--- config.mk ---
export PLATFORM = sky130hd
export DESIGN_NAME = enc8to3_seq
export DESIGN_NICKNAME = d
export VERILOG_FILES = /design/src/rtl/enc8to3_seq.sv
export SDC_FILE = /design/constraint.sdc
export NUM_CORES = 1
export LEC_CHECK = 0
export ABC_CLOCK_PERIOD_IN_PS = 1900
export BUFFER_PORTS_ARGS = -buffer_cell sky130_fd_sc_hd__buf_2
export CAP_MARGIN = 10
export CORE_MARGIN = 1.5
export CORE_UTILIZATION = 54
export CTS_CLUSTER_SIZE = 40
export DETAILED_ROUTE_END_ITERATION = 6
export GPL_TIMING_DRIVEN = 0
export PLACE_DENSITY = 0.75
export SYNTH_ARGS = -nofsm -noshare
export SYNTH_HDL_FRONTEND = slang
export SYNTH_SLANG_ARGS = --single-unit
--- constraint.sdc ---
create_clock -name clk -period 1.9 [get_ports clk]
set_input_delay 0.19 -clock clk [delete_from_list [all_inputs] [get_ports clk]]
set_output_delay 0.19 -clock clk [all_outputs]
set_load 0.01 [all_outputs]
--- src/rtl/enc8to3_seq.sv ---
// enc8to3_seq: sequential 8-to-3 encoder (inverse of a 3-to-8 decoder).
// A request vector is accepted through a valid/ready handshake and latched.
// The binary index of every set bit is then emitted one per output
// handshake, and the final index is flagged with out_last.
// An all-zero vector is absorbed with a one-cycle zero_seen pulse.
// Build option: define ENC8TO3_MSB_FIRST_EN to emit indices highest-first.
// By default, indices are emitted lowest-first.
module enc8to3_seq #(
  parameter int NUM_IN = 8,
  parameter int IDX_W  = 3
) (
  input  logic              clk,
  input  logic              rst,
  input  logic              en,
  input  logic [NUM_IN-1:0] in,
  input  logic              in_valid,
  output logic              in_ready,
  output logic [IDX_W-1:0]  out,
  output logic              out_valid,
  input  logic              out_ready,
  output logic              out_last,
  output logic              zero_seen,
  output logic              busy
);

  typedef enum logic {
    ST_IDLE = 1'b0,
    ST_EMIT = 1'b1
  } state_t;

  // Index of the set bit to serve next: lowest by default, highest when the
  // MSB-first option is built in. Returns 0 for an empty vector.
  function automatic logic [IDX_W-1:0] pick_idx(input logic [NUM_IN-1:0] v);
    logic [IDX_W-1:0] idx;
    idx = '0;
`ifdef ENC8TO3_MSB_FIRST_EN
    // Ascending scan: the last hit is the highest set bit.
    for (int i = 0; i < NUM_IN; i++) begin
      if (v[i]) idx = IDX_W'(i);
    end
`else
    // Descending scan: the last hit is the lowest set bit.
    for (int i = NUM_IN - 1; i >= 0; i--) begin
      if (v[i]) idx = IDX_W'(i);
    end
`endif
    return idx;
  endfunction

  // True when exactly one bit of v is set.
  function automatic logic is_single(input logic [NUM_IN-1:0] v);
    return (v != '0) && ((v & (v - NUM_IN'(1))) == '0);
  endfunction

  state_t              r_state;
  logic [NUM_IN-1:0]   r_pend;
  logic [IDX_W-1:0]    r_out;
  logic                r_out_valid;
  logic                r_out_last;
  logic                r_zero_seen;

  state_t              w_state_nxt;
  logic [NUM_IN-1:0]   w_pend_nxt;
  logic [IDX_W-1:0]    w_out_nxt;
  logic                w_out_valid_nxt;
  logic                w_out_last_nxt;
  logic                w_zero_seen_nxt;

  logic                w_in_ready;
  logic                w_in_fire;
  logic                w_out_fire;
  logic [NUM_IN-1:0]   w_pend_left;

  assign w_in_ready  = (r_state == ST_IDLE) & en & ~rst;
  assign w_in_fire   = in_valid & w_in_ready;
  assign w_out_fire  = r_out_valid & out_ready;
  // Pending bits once the index currently on out has been handed over.
  assign w_pend_left = r_pend & ~(NUM_IN'(1) << r_out);

  // Next-state and next-output decode for the IDLE/EMIT machine.
  always_comb begin
    // NOTE: every target gets a default first so no path leaves it unassigned;
    // a missing default here would infer a latch.
    w_state_nxt     = r_state;
    w_pend_nxt      = r_pend;
    w_out_nxt       = r_out;
    w_out_valid_nxt = r_out_valid;
    w_out_last_nxt  = r_out_last;
    w_zero_seen_nxt = 1'b0;

    unique case (r_state)
      ST_IDLE: begin
        if (w_in_fire) begin
          if (in != '0) begin
            // Load the vector and present its first index right away so
            // out_valid rises the cycle after acceptance.
            w_state_nxt     = ST_EMIT;
            w_pend_nxt      = in;
            w_out_nxt       = pick_idx(in);
            w_out_valid_nxt = 1'b1;
            w_out_last_nxt  = is_single(in);
          end else begin
            w_zero_seen_nxt = 1'b1;
          end
        end
      end

      ST_EMIT: begin
        // Without a handshake all outputs hold, which keeps out stable
        // under backpressure.
        if (w_out_fire) begin
          w_pend_nxt = w_pend_left;
          if (r_out_last) begin
            w_state_nxt     = ST_IDLE;
            w_out_valid_nxt = 1'b0;
            w_out_last_nxt  = 1'b0;
          end else begin
            w_out_nxt      = pick_idx(w_pend_left);
            w_out_last_nxt = is_single(w_pend_left);
          end
        end
      end

      default: begin
        w_state_nxt = ST_IDLE;
      end
    endcase
  end

  // State and registered outputs; synchronous reset beats any handshake.
  always_ff @(posedge clk) begin
    // NOTE: sequential state uses non-blocking assignments so every register
    // samples the pre-edge values regardless of statement order.
    if (rst) begin
      r_state     <= ST_IDLE;
      r_pend      <= '0;
      r_out       <= '0;
      r_out_valid <= 1'b0;
      r_out_last  <= 1'b0;
      r_zero_seen <= 1'b0;
    end else begin
      r_state     <= w_state_nxt;
      r_pend      <= w_pend_nxt;
      r_out       <= w_out_nxt;
      r_out_valid <= w_out_valid_nxt;
      r_out_last  <= w_out_last_nxt;
      r_zero_seen <= w_zero_seen_nxt;
    end
  end

  assign in_ready  = w_in_ready;
  assign out       = r_out;
  assign out_valid = r_out_valid;
  assign out_last  = r_out_last;
  assign zero_seen = r_zero_seen;
  assign busy      = (r_state == ST_EMIT);

endmodule

Word level (Yosys, flattened, before mapping)

Index checks and enable logic that the tools add are counted.

Add/subtract/negate cells: 2
Bitwise operators: 11
Equality and inequality tests: 5
Shift operators: 1
Divide/modulo/power cells: 0
Magnitude comparators: 0
Multiplexer cells: 41
Reductions and logical operators: 10
Multiply operators: 0

Operators with widths:

| kind                | count |
|---|---|
| $mux 3              | 20 |
| $and 8x8->8         | 3 |
| $mux 8              | 3 |
| $logic_not 8->1     | 2 |
| $pmux 8 s2          | 1 |
| $reduce_bool 8->1   | 2 |
| $sub 8x1->8 const B | 2 |
| $mux 1              | 13 |
| $not 8->8           | 1 |
| $reduce_and 4->1    | 2 |
| $shl 1x3->8 const A | 1 |
| $ne 2x1->1 const B  | 3 |
| $pmux 1 s2          | 3 |
| $pmux 3 s2          | 1 |
| $and 1x1->1         | 4 |
| $ne 2x2->1 const B  | 2 |
| $not 1->1           | 3 |
| $reduce_and 3->1    | 1 |
| $reduce_or 3->1     | 1 |
| $logic_and 1x1->1   | 2 |

Latch bits: 0
Memory bits (read-only): 0
Register bits after elaboration: 15
Logic and storage cells: 76
Bits in writable memories: 0
Memories: 0

Logic depth before layout (Yosys ltp)

Gate-level depths: netlist (run 1).

Word-level depth: 14
Mapped depth: 8

Worst setup path after synthesis (run 1)

Ideal clock, no wire load.

Path type: register to register
From: register r_out[1] (netlist: out[1])
To: register r_out_last (netlist: out_last)
Path buffers: 2
Slack: 88 ps
Data required time: 1770 ps
Arrival: 1682 ps
Cell stages (with the launch flop): 8
Cell sequence: dfxtp_1 -> clkbuf_1 -> clkbuf_1 -> nand2_1 -> o221ai_1 -> nor2_1 -> o31ai_1 -> o211ai_1

Word-level cells in the longest chain between the ends: 10
Elaborated cells on any way between the ends: 11
Classes of those cells: 1 x add/sub; 1 x shift; 3 x mux; 3 x bitwise; 3 x reduce/logical

RTL lines:

| item                   | line | text |
|---|---|---|
| start, declared        | 57   | `logic [IDX_W-1:0] r_out;` |
| start signal, assigned | 144  | `r_out <= w_out_nxt;` |
| $shl 1x3->8 *          | 78   | `assign w_pend_left = r_pend & ~(NUM_IN'(1) << r_out);` |
| $not 8->8 *            | 78   |  |
| $and 8x8->8 *          | 78   |  |
| $sub 8x1->8            | 52   | `return (v != '0) && ((v & (v - NUM_IN'(1))) == '0);` |
| $and 8x8->8            | 52   |  |
| $logic_not 8->1        | 52   |  |
| $logic_and 1x1->1 *    | 52   |  |
| $mux 1 *               | 113  | `if (r_out_last) begin` |
| $mux 1 *               | 111  | `if (w_out_fire) begin` |
| $pmux 1 s2 *           | 91   | `unique case (r_state)` |
| end signal, assigned   | 146  | `r_out_last <= w_out_last_nxt;` |
| end, declared          | 59   | `logic r_out_last;` |

Mark *: on every way between the ends. The rest lies on a longest branch, timed or not. The select of a mux whose other input is x is not followed.
A chain may end at the register's enable or synchronous reset.

Worst setup path in the final report (run 1)

From: register r_out[2] (netlist: out[2])
To: register r_out[0] (netlist: out[0])

Word-level cells in the longest chain between the ends: 14

RTL lines:

| item                | line | text |
|---|---|---|
| $shl 1x3->8 *       | 78   |  |
| $not 8->8 *         | 78   |  |
| $and 8x8->8 *       | 78   |  |
| $mux 3 (7 in a row) | 44   | `if (v[i]) idx = IDX_W'(i);` |
| $mux 3 *            | 44   |  |
| $mux 3 *            | 113  |  |
| $mux 3 *            | 111  |  |
| $pmux 3 s2 *        | 91   |  |

Marks and branches as above.

==> flow_metrics.env, run 1 <==
export IMPL_status="finished, final reports clean"
export IMPL_postLayoutCoreUtil=0.682
export IMPL_area_growth_pct=16.9
export IMPL_cap_viol_max_count=0
export IMPL_grt_pass1_wl_um=5300
export IMPL_startpoint="out[2]"
export IMPL_fmax_mhz=566
export IMPL_cts_sinks=15
export IMPL_antenna_found_initial=0
export IMPL_synth_area_sq_um=1160
export IMPL_crit_chain="or3b_2, a21o_1, a22oi_1, o221ai_1, a311oi_1"
export IMPL_die_width_um=49.3
export IMPL_design_core_area_sq_um=1980
export IMPL_vdd_drop_max_mv=0.388
export IMPL_required_ns=2.10
export IMPL_io_pin_count=21
export IMPL_grt_max_degree=13
export IMPL_fillers=174
export IMPL_gp_congestion=0.860
export IMPL_setup_tns_ns=0
export IMPL_initial_core_util=0.583
export IMPL_ys_warn_count=0
export IMPL_start_kind="register"
export IMPL_endpoint_kind="register"
export IMPL_skew_ns=0.00311
export IMPL_grt_usage=0.282
export IMPL_synth_main_ff_cell="dfxtp_1"
export IMPL_p_leak_nw=0.474
export IMPL_period_share=0.930
export IMPL_port_buffers=18
export IMPL_cts_tree="yes"
export IMPL_grt_pass1_vias=1190
export IMPL_hold_violations=0
export IMPL_dieArea_sq_um=2430
export IMPL_ys_seq_area_frac=0.260
export IMPL_synth_ff_latch_count=15
export IMPL_clk_pin_slew_ns=0.09
export IMPL_rows=16
export IMPL_tightest_slew_ns=0.572
export IMPL_layout_nets=192
export IMPL_synth_edf_count=0
export IMPL_finalCriticalPeriod_ns=1.77
export IMPL_crit_path_top_delay_cell="or3b_2"
export IMPL_hp_start="rst"
export IMPL_cellPowerDensity_nw_per_um2=524
export IMPL_cp_max_fo=10
export IMPL_dr_pass1_iters=4
export IMPL_final_max_slew_viol_count=0
export IMPL_path_buf_inv=0
export IMPL_synthCells=159
export IMPL_crit_arrival_ns=1.97
export IMPL_insertion_delay_ns=0.29
export IMPL_ys_types=49
export IMPL_finalSetupViolCount=0
export IMPL_ys_async_sr_fraction=0
export IMPL_via_count=1314
export IMPL_ant_nets=0
export IMPL_critPathTopFamily="compound AO/OA/AOI/OAI gates"
export IMPL_avgRoutedWirePerCell_um=15.7
export IMPL_hp_class="in -> reg"
export IMPL_numCtsBuffers=3
export IMPL_postCtsSetupBuffers=0
export IMPL_dr_first_iter_drc_count=43
export IMPL_avgSynthCellArea_sq_um=7.27
export IMPL_reg2reg_from="out[2]"
export IMPL_post_route_drc_count=0
export IMPL_antenna_cells=0
export IMPL_syn_nets=172
export IMPL_vias_per_cell=6.41
export IMPL_wirelength_um=3230
export IMPL_overflow=0
export IMPL_critPathKind="reg -> reg"
export IMPL_htree_levels=1
export IMPL_drive_gt1_frac=0.247
export IMPL_relSlewSlack=0.616
export IMPL_dp_hpwl_um=2400
export IMPL_root_buffer="clkbuf_4"
export IMPL_clock_path_buffers=2
export IMPL_die_y_um=49.3
export IMPL_critPathMaxStageDelay_ns=0.48
-- logic make-up after synthesis --
family / count (synthesis) / synth area share
flops: 15 / 0.260
mux: 1 / 0.00866
compound gates: 52 / 0.302
simple gates: 74 / 0.366
fa+ha+maj: 1 / 0.00866
buf+inv: 16 / 0.0552
-- worst reg2reg max path, delay by kind of cell, from the launching register on --
kind	cells	cell delay, ns
flops	1	0.44
compound gates	4	0.76
simple gates	1	0.48
-- area by class of cell --
type,instances,area [sq um],area share
buffer,9,45.0,0.0333
clock buffer,4,26.3,0.0194
inverter,4,15.0,0.0111
multi-input combinational,128,833,0.617
sequential,15,308,0.228
tap,27,33.8,0.0250
timing repair buffer,18,90.1,0.0667
-- worst paths after layout --
kind / to / slack (ns) / cells past startpoint
max: out[0] / 0.13 / 5
min: out[0] / 0.16 / 2
max reg2reg: out[0] / 0.13 / 5
min reg2reg: r_pend[7] / 0.55 / 2
-- flip-flops by register name (all words and copies together) (netlist names) --
register	cells
busy	1
out_last	1
out	3
out_valid	1
r_pend	8
zero_seen	1
-- synth_stat cells, types with 3 or more instances --
library cell | count | area share
or3_1 | 3 | 0.016
nor4bb_1 | 3 | 0.026
a21oi_1 | 12 | 0.052
a211oi_1 | 3 | 0.019
nor3_1 | 8 | 0.035
o21ai_0 | 12 | 0.052
clkbuf_1 | 9 | 0.029
inv_1 | 3 | 0.0097
nor2_1 | 20 | 0.065
a31oi_1 | 3 | 0.016
nand2b_1 | 3 | 0.016
nand2_1 | 12 | 0.039
dfxtp_1 | 15 | 0.26
o31ai_1 | 3 | 0.019
nor4b_1 | 4 | 0.030
a311oi_1 | 3 | 0.023
-- metrics by stage --
| step | instance area (sq um) | power [mW] | std cells | setup WS, ns | hold slack, ns |
|---|---|---|---|---|---|
| after detailed placement | 1280 | 0.514 | 204 | -0.206 | 0.469 |
| after floorplan | 1160 | 0.457 | 159 | 0.0879 | 0.266 |
| final | 1350 | 0.708 | 205 | 0.133 | 0.164 |
| after global placement | 1280 | 0.507 | 204 | -0.149 | 0.460 |
| after CTS | 1310 | 0.696 | 205 | 0.0195 | 0.160 |
| after global routing | 1350 | 0.737 | 205 | -0.000411 | 0.171 |
-- power breakdown --
| part | switching [mW] | internal (mW) | total, mW |
|---|---|---|---|
| Combinational | 0.0964 | 0.0730 | 0.169 |
| Clock | 0.107 | 0.0817 | 0.188 |
| Sequential | 0.0235 | 0.326 | 0.350 |
-- metal layers --
metal  track usage  wire, um  vias up
met5             0         0        -
met4         0.124        66        0
met3        0.0429       129        9
met2         0.480      1590       38
met1         0.349      1450      627
li1              -         -      640
-- repair_timing --
action / 4_1_cts / 5_1_grt
gates resized for setup: 4 / 14
cloned: 0 / 0
endpoints found under the setup margin: 4 / 12
hold buffers: 0 / 0
-- cells in the final DEF, fill, tap and decap left out, types with 3 or more instances in the layout --
master	netlist	routed
buf_2	2	21
a21oi_1	12	12
clkbuf_4	0	4
clkbuf_1	9	5
dfxtp_1	15	11
dfxtp_2	0	3
nand2b_1	3	3
inv_1	3	3
nor2_1	20	20
nand2_1	12	12
o21ai_0	12	12
nor3_1	8	8
a311oi_1	3	3
or3_1	3	3
nor4b_1	4	3
(Power assumes the default switching activity.)
==> run 2: changes to the inputs <==
- CORE_UTILIZATION: 54 -> 40
- CTS_CLUSTER_DIAMETER: default -> 100
- PLACE_DENSITY: 0.75 -> default
==> run 2 against run 1 <==
Combinational power hardly changed. Non-clock buffer count stayed put. Clock skew is 0.00059 ns higher. Die area is 33% higher. Routed wire length is 0.34% lower. Critical path type unchanged. Critical endpoint unchanged. Largest power group unchanged.
==> flow_metrics.env, run 2 (synthesis results as in run 1) <==
export IMPL_cellPowerDensity_nw_per_um2=520
export IMPL_period_share=0.933
export IMPL_p_leak_nw=0.471
export IMPL_vias_per_cell=6.14
export IMPL_dp_hpwl_um=2400
export IMPL_drive_gt1_frac=0.242
export IMPL_cp_max_fo=10
export IMPL_dpl_worst_slack_ns=-0.236
export IMPL_cts_hold_fix_buffers=0
export IMPL_cap_viol_max_count=0
export IMPL_place_area_sq_um=1280
export IMPL_dieArea_sq_um=3220
export IMPL_grt_use_met2=0.337
export IMPL_skew_ns=0.00371
export IMPL_grt_pass1_wl_um=5330
export IMPL_insertion_delay_ns=0.28
export IMPL_p_int_mw=0.481
export IMPL_gp_congestion=0.846
export IMPL_grt_max_degree=13
export IMPL_die_width_um=56.8
export IMPL_io_pin_count=21
export IMPL_final_max_slew_viol_count=0
export IMPL_dr_pass1_iters=4
export IMPL_initial_core_util=0.419
export IMPL_finalWorstSetupSlack_ns=0.127
export IMPL_hp_class="in -> reg"
export IMPL_grt_busiest_layer="met2"
export IMPL_final_cell_mix="buf_2, nor2_1, nand2_1, o21ai_0, a21oi_1"
export IMPL_rsz0062_at_grt="false"
export IMPL_critPathKind="reg -> reg"
export IMPL_finalCriticalPeriod_ns=1.77
export IMPL_whs_ns=0.174
export IMPL_required_ns=2.08
export IMPL_via_count=1284
export IMPL_cts_sinks=15
export IMPL_numCtsBuffers=3
export IMPL_grt_util_met1=0.273
export IMPL_sw_frac_of_total=0.313
export IMPL_avgRoutedWirePerCell_um=15.4
export IMPL_grt_usage=0.206
export IMPL_dr_first_iter_drc_count=44
export IMPL_overflow=0
export IMPL_clock_power_share=0.258
export IMPL_switchingPower_mw=0.219
export IMPL_clock_path_buffers=2
export IMPL_cts_tree="yes"
export IMPL_fmax_mhz=564
export IMPL_design_core_area_sq_um=2760
export IMPL_antenna_found_initial=0
export IMPL_hold_violations=0
export IMPL_place_inst=208
export IMPL_endpoint_kind="register"
export IMPL_wirelength_um=3220
export IMPL_clk_pin_slew_ns=0.08
export IMPL_finalSetupViolCount=0
export IMPL_post_route_drc_count=0
export IMPL_final_cells=209
export IMPL_regMostFlops="r_pend"
export IMPL_layout_nets=192
export IMPL_relSlewSlack=0.670
export IMPL_die_y_um=56.8
export IMPL_crit_arrival_ns=1.96
export IMPL_htree_levels=1
export IMPL_rows=19
export IMPL_port_buffers=18
export IMPL_tightest_slew_ns=0.491
export IMPL_final_cell_area_sq_um=1350
export IMPL_antenna_cells=0
export IMPL_largest_register_ff_count=8
export IMPL_area_growth_pct=16.5
export IMPL_grtUsageMet3=0.0553
export IMPL_start_kind="register"
export IMPL_ant_nets=0
export IMPL_root_buffer="clkbuf_4"
export IMPL_vdd_drop_max_mv=0.361
export IMPL_p_comb_frac=0.242
export IMPL_status="finished, final reports clean"
export IMPL_p_seq_frac=0.500
export IMPL_grt_pass1_vias=1193
==> run 2: worst paths after layout <==
kind | start | to | slack, ns | cells past startpoint
setup / recovery | out[2] | out[0] | 0.13 | 5
hold / removal | in[5] | zero_seen | 0.17 | 2
setup reg to reg | out[2] | out[0] | 0.13 | 5
hold reg to reg | r_pend[1] | r_pend[1] | 0.55 | 2
==> run 2: final cells by class <==
| cell class | count | area [sq um] |
|---|---|---|
| buffer | 9 | 45.0 |
| fill | 286 | 1410 |
| tap | 31 | 38.8 |
| timing repair buffer | 18 | 90.1 |
| multi-input combinational | 128 | 826 |
| clock buffer | 4 | 26.3 |
| inverter | 4 | 15.0 |
| sequential | 15 | 305 |
==> run 2: worst max-delay path, stage by stage (launching register included) <==
cell and delay, ns:
dfxtp_2 0.43, or3b_2 0.48, a21o_1 0.19, a22oi_1 0.14
o221ai_1 0.15, a311oi_1 0.29
==> run 2: power by group through the flow <==
stage,clock (mW),combinational (mW),sequential [mW]
2_1_floorplan,0,0.111,0.346
3_3_place_gp,0,0.166,0.346
3_5_place_dp,0,0.168,0.346
4_1_cts,0.185,0.163,0.346
5_1_grt,0.204,0.185,0.353
6_report,0.181,0.170,0.350
==> run 2: metal layers <==
metal | part of all wire | vias to the layer above
li1 | - | 638
met1 | 0.47 | 610
met5 | 0 | -
met4 | 0.0087 | 0
met2 | 0.48 | 32
met3 | 0.044 | 4
==> run 2: through the flow <==
step | setup TNS, ns | power, mW | util
4_1_cts | 0 | 0.695 | 0.477
2_1_floorplan | 0 | 0.457 | -
5_1_grt | 0 | 0.742 | 0.488
3_3_place_gp | -0.652 | 0.512 | 0.466
3_5_place_dp | -0.747 | 0.515 | 0.466
6_report | 0 | 0.700 | 0.488
==> run 2: repair_timing <==
item / 4_1_cts / 5_1_grt
hold endpoints to repair: 0 / 0
setup buffers: 0 / 0
resized for setup: 5 / 10
endpoints found under the setup margin: 4 / 12
==> run 3: changes to the inputs <==
--- a/config.mk
+++ b/config.mk
@@ -19 +19,2 @@
 export SYNTH_SLANG_ARGS = --single-unit
+export TNS_END_PERCENT = 10
==> constraint.sdc (replaced) <==
create_clock -name clk -period 1.9 [get_ports clk]
set_input_delay 0.38 -clock clk [delete_from_list [all_inputs] [get_ports clk]]
set_output_delay 0.38 -clock clk [all_outputs]
set_load 0.01 [all_outputs]
==> run 3 against run 2 <==
Clock-buffer cell count is the same. Final area grew 0.19%. Via count grew 1.4%. Clock power is essentially flat. Global-route usage is essentially flat. Flip-flop and latch count is the same. Non-clock buffer count grew 1. Die area is the same. Critical path depth grew 1. Sequential power shrank 1%. Combinational power is essentially flat. Utilization grew 0.091 points.
==> flow_metrics.env, run 3 (synthesis results as in run 1) <==
export IMPL_grt_pass1_vias=1198
export IMPL_fmax_mhz=540
export IMPL_dr_first_iter_drc_count=51
export IMPL_hp_class="in -> reg"
export IMPL_cap_viol_max_count=0
export IMPL_dr_pass1_iters=4
export IMPL_wirelength_um=3160
export IMPL_area_growth_pct=16.7
export IMPL_largest_register_ff_count=8
export IMPL_root_buffer="clkbuf_4"
export IMPL_crit_chain="buf_2, or4_4, or4_4, o21a_1, a21oi_1, nor2_1"
export IMPL_htree_levels=1
export IMPL_insertion_delay_ns=0.28
export IMPL_post_route_drc_count=0
export IMPL_power_total_mw=0.700
export IMPL_grt_usage=0.206
export IMPL_cp_max_fo=6
export IMPL_tightest_slew_ns=0.525
export IMPL_finalCriticalPeriod_ns=1.85
export IMPL_die_y_um=56.8
export IMPL_hp_start="in[5]"
export IMPL_crit_arrival_ns=2.01
export IMPL_rows=19
export IMPL_period_share=0.974
export IMPL_crit_path_top_delay_cell="or4_4"
export IMPL_clock_path_buffers=2
export IMPL_vdd_drop_max_mv=0.361
export IMPL_overflow=0
export IMPL_avgRoutedWirePerCell_um=15.1
export IMPL_rsz0062_at_grt="true"
export IMPL_numCtsBuffers=3
export IMPL_min_to="zero_seen"
export IMPL_die_width_um=56.8
export IMPL_cts_tree="yes"
export IMPL_crit_top_cell="or4_4"
export IMPL_fillers=288
export IMPL_io_pin_count=21
export IMPL_drive_gt1_frac=0.235
export IMPL_via_count=1302
export IMPL_endpoint_kind="register"
export IMPL_antenna_cells=0
export IMPL_grt_pass1_wl_um=5350
export IMPL_status="finished, final reports clean"
export IMPL_cellPowerDensity_nw_per_um2=519
export IMPL_p_leak_nw=0.477
export IMPL_port_buffers=18
export IMPL_dp_hpwl_um=2400
export IMPL_final_cell_mix="buf_2, nor2_1"
export IMPL_layout_nets=193
export IMPL_initial_core_util=0.419
export IMPL_antenna_found_initial=0
export IMPL_cts_hold_fix_buffers=0
export IMPL_relSlewSlack=0.648
export IMPL_ant_nets=0
export IMPL_setup_tns_ns=0
export IMPL_holdPathStages=2
export IMPL_skew_ns=0.00201
export IMPL_critPathKind="in -> reg"
export IMPL_start_kind="input pin"
export IMPL_required_ns=2.06
export IMPL_hold_violations=0
export IMPL_final_max_slew_viol_count=0
export IMPL_critPathMaxStageDelay_ns=0.58
export IMPL_reg2reg_depth=6
export IMPL_regToRegEndpoint="out[0]"
export IMPL_finalSetupViolCount=0
export IMPL_regMostFlops="r_pend"
export IMPL_design_core_area_sq_um=2760
export IMPL_cts_sinks=15
export IMPL_vias_per_cell=6.20
export IMPL_gp_congestion=0.846
export IMPL_grt_max_degree=12
export IMPL_dieArea_sq_um=3220
export IMPL_clk_pin_slew_ns=0.09
export IMPL_reg2reg_from="out[0]"
export IMPL_r2r_setup_slack_ns=0.05
-- run 3: worst max path at each step --
stage	startpoint	cells past startpoint	slack (ns)	to
finish	in[3]	6	0.05	busy
global placement	out[1]	7	-0.26	out_last
floorplan	in[3]	5	0.03	out_valid
CTS	out[1]	6	0.03	out_last
global route	out[0]	6	-0.04	out_last
detailed placement	in[3]	6	-0.24	out_valid
-- run 3: final cells by class --
type	instances	area (sq um)	share of cell area
clock buffers	4	26.3	0.0195
repair buffers	18	90.1	0.0668
inverters	4	15.0	0.0111
flip-flops and latches	15	304	0.225
well taps	31	38.8	0.0288
plain buffers	10	51.3	0.0380
multi-input cells	128	823	0.610
-- run 3: where the power goes --
| group | leakage (nW) | internal, mW | switching [mW] |
|---|---|---|---|
| combinational | 0.339 | 0.0722 | 0.0996 |
| sequential | 0.123 | 0.327 | 0.0196 |
| clock | 0.0150 | 0.0816 | 0.101 |
-- run 3: through the flow --
stage	setup slack, ns	utilization	hold WS [ns]	cell area [sq um]	std cells
finish	0.0495	0.489	0.361	1350	210
global route	-0.0431	0.489	0.364	1350	210
CTS	0.0326	0.479	0.352	1320	210
detailed placement	-0.238	0.466	0.528	1280	208
global placement	-0.258	0.466	0.530	1280	208
floorplan	0.0321	-	0.456	1160	159
-- run 3: routing by layer --
| metal | track usage | up-vias | part of all wire |
|---|---|---|---|
| li1 | - | 640 | - |
| met2 | 0.339 | 39 | 0.48 |
| met5 | 0 | - | 0 |
| met3 | 0.0553 | 4 | 0.052 |
| met4 | 0.0365 | 0 | 0.0085 |
| met1 | 0.273 | 619 | 0.45 |
-- run 3: timing repair --
item | 4_1_cts | 5_1_grt
endpoints found under the setup margin | 4 | 13
gates resized for setup | 6 | 10
buffers inserted | 0 | 0
-- run 3: worst max-delay path, delay by kind of cell --
family	cells	cell delay [ns]
AND/OR/NAND/NOR	3	1.09
AO/OA/AOI/OAI	2	0.40
buffers and inverters	1	0.14
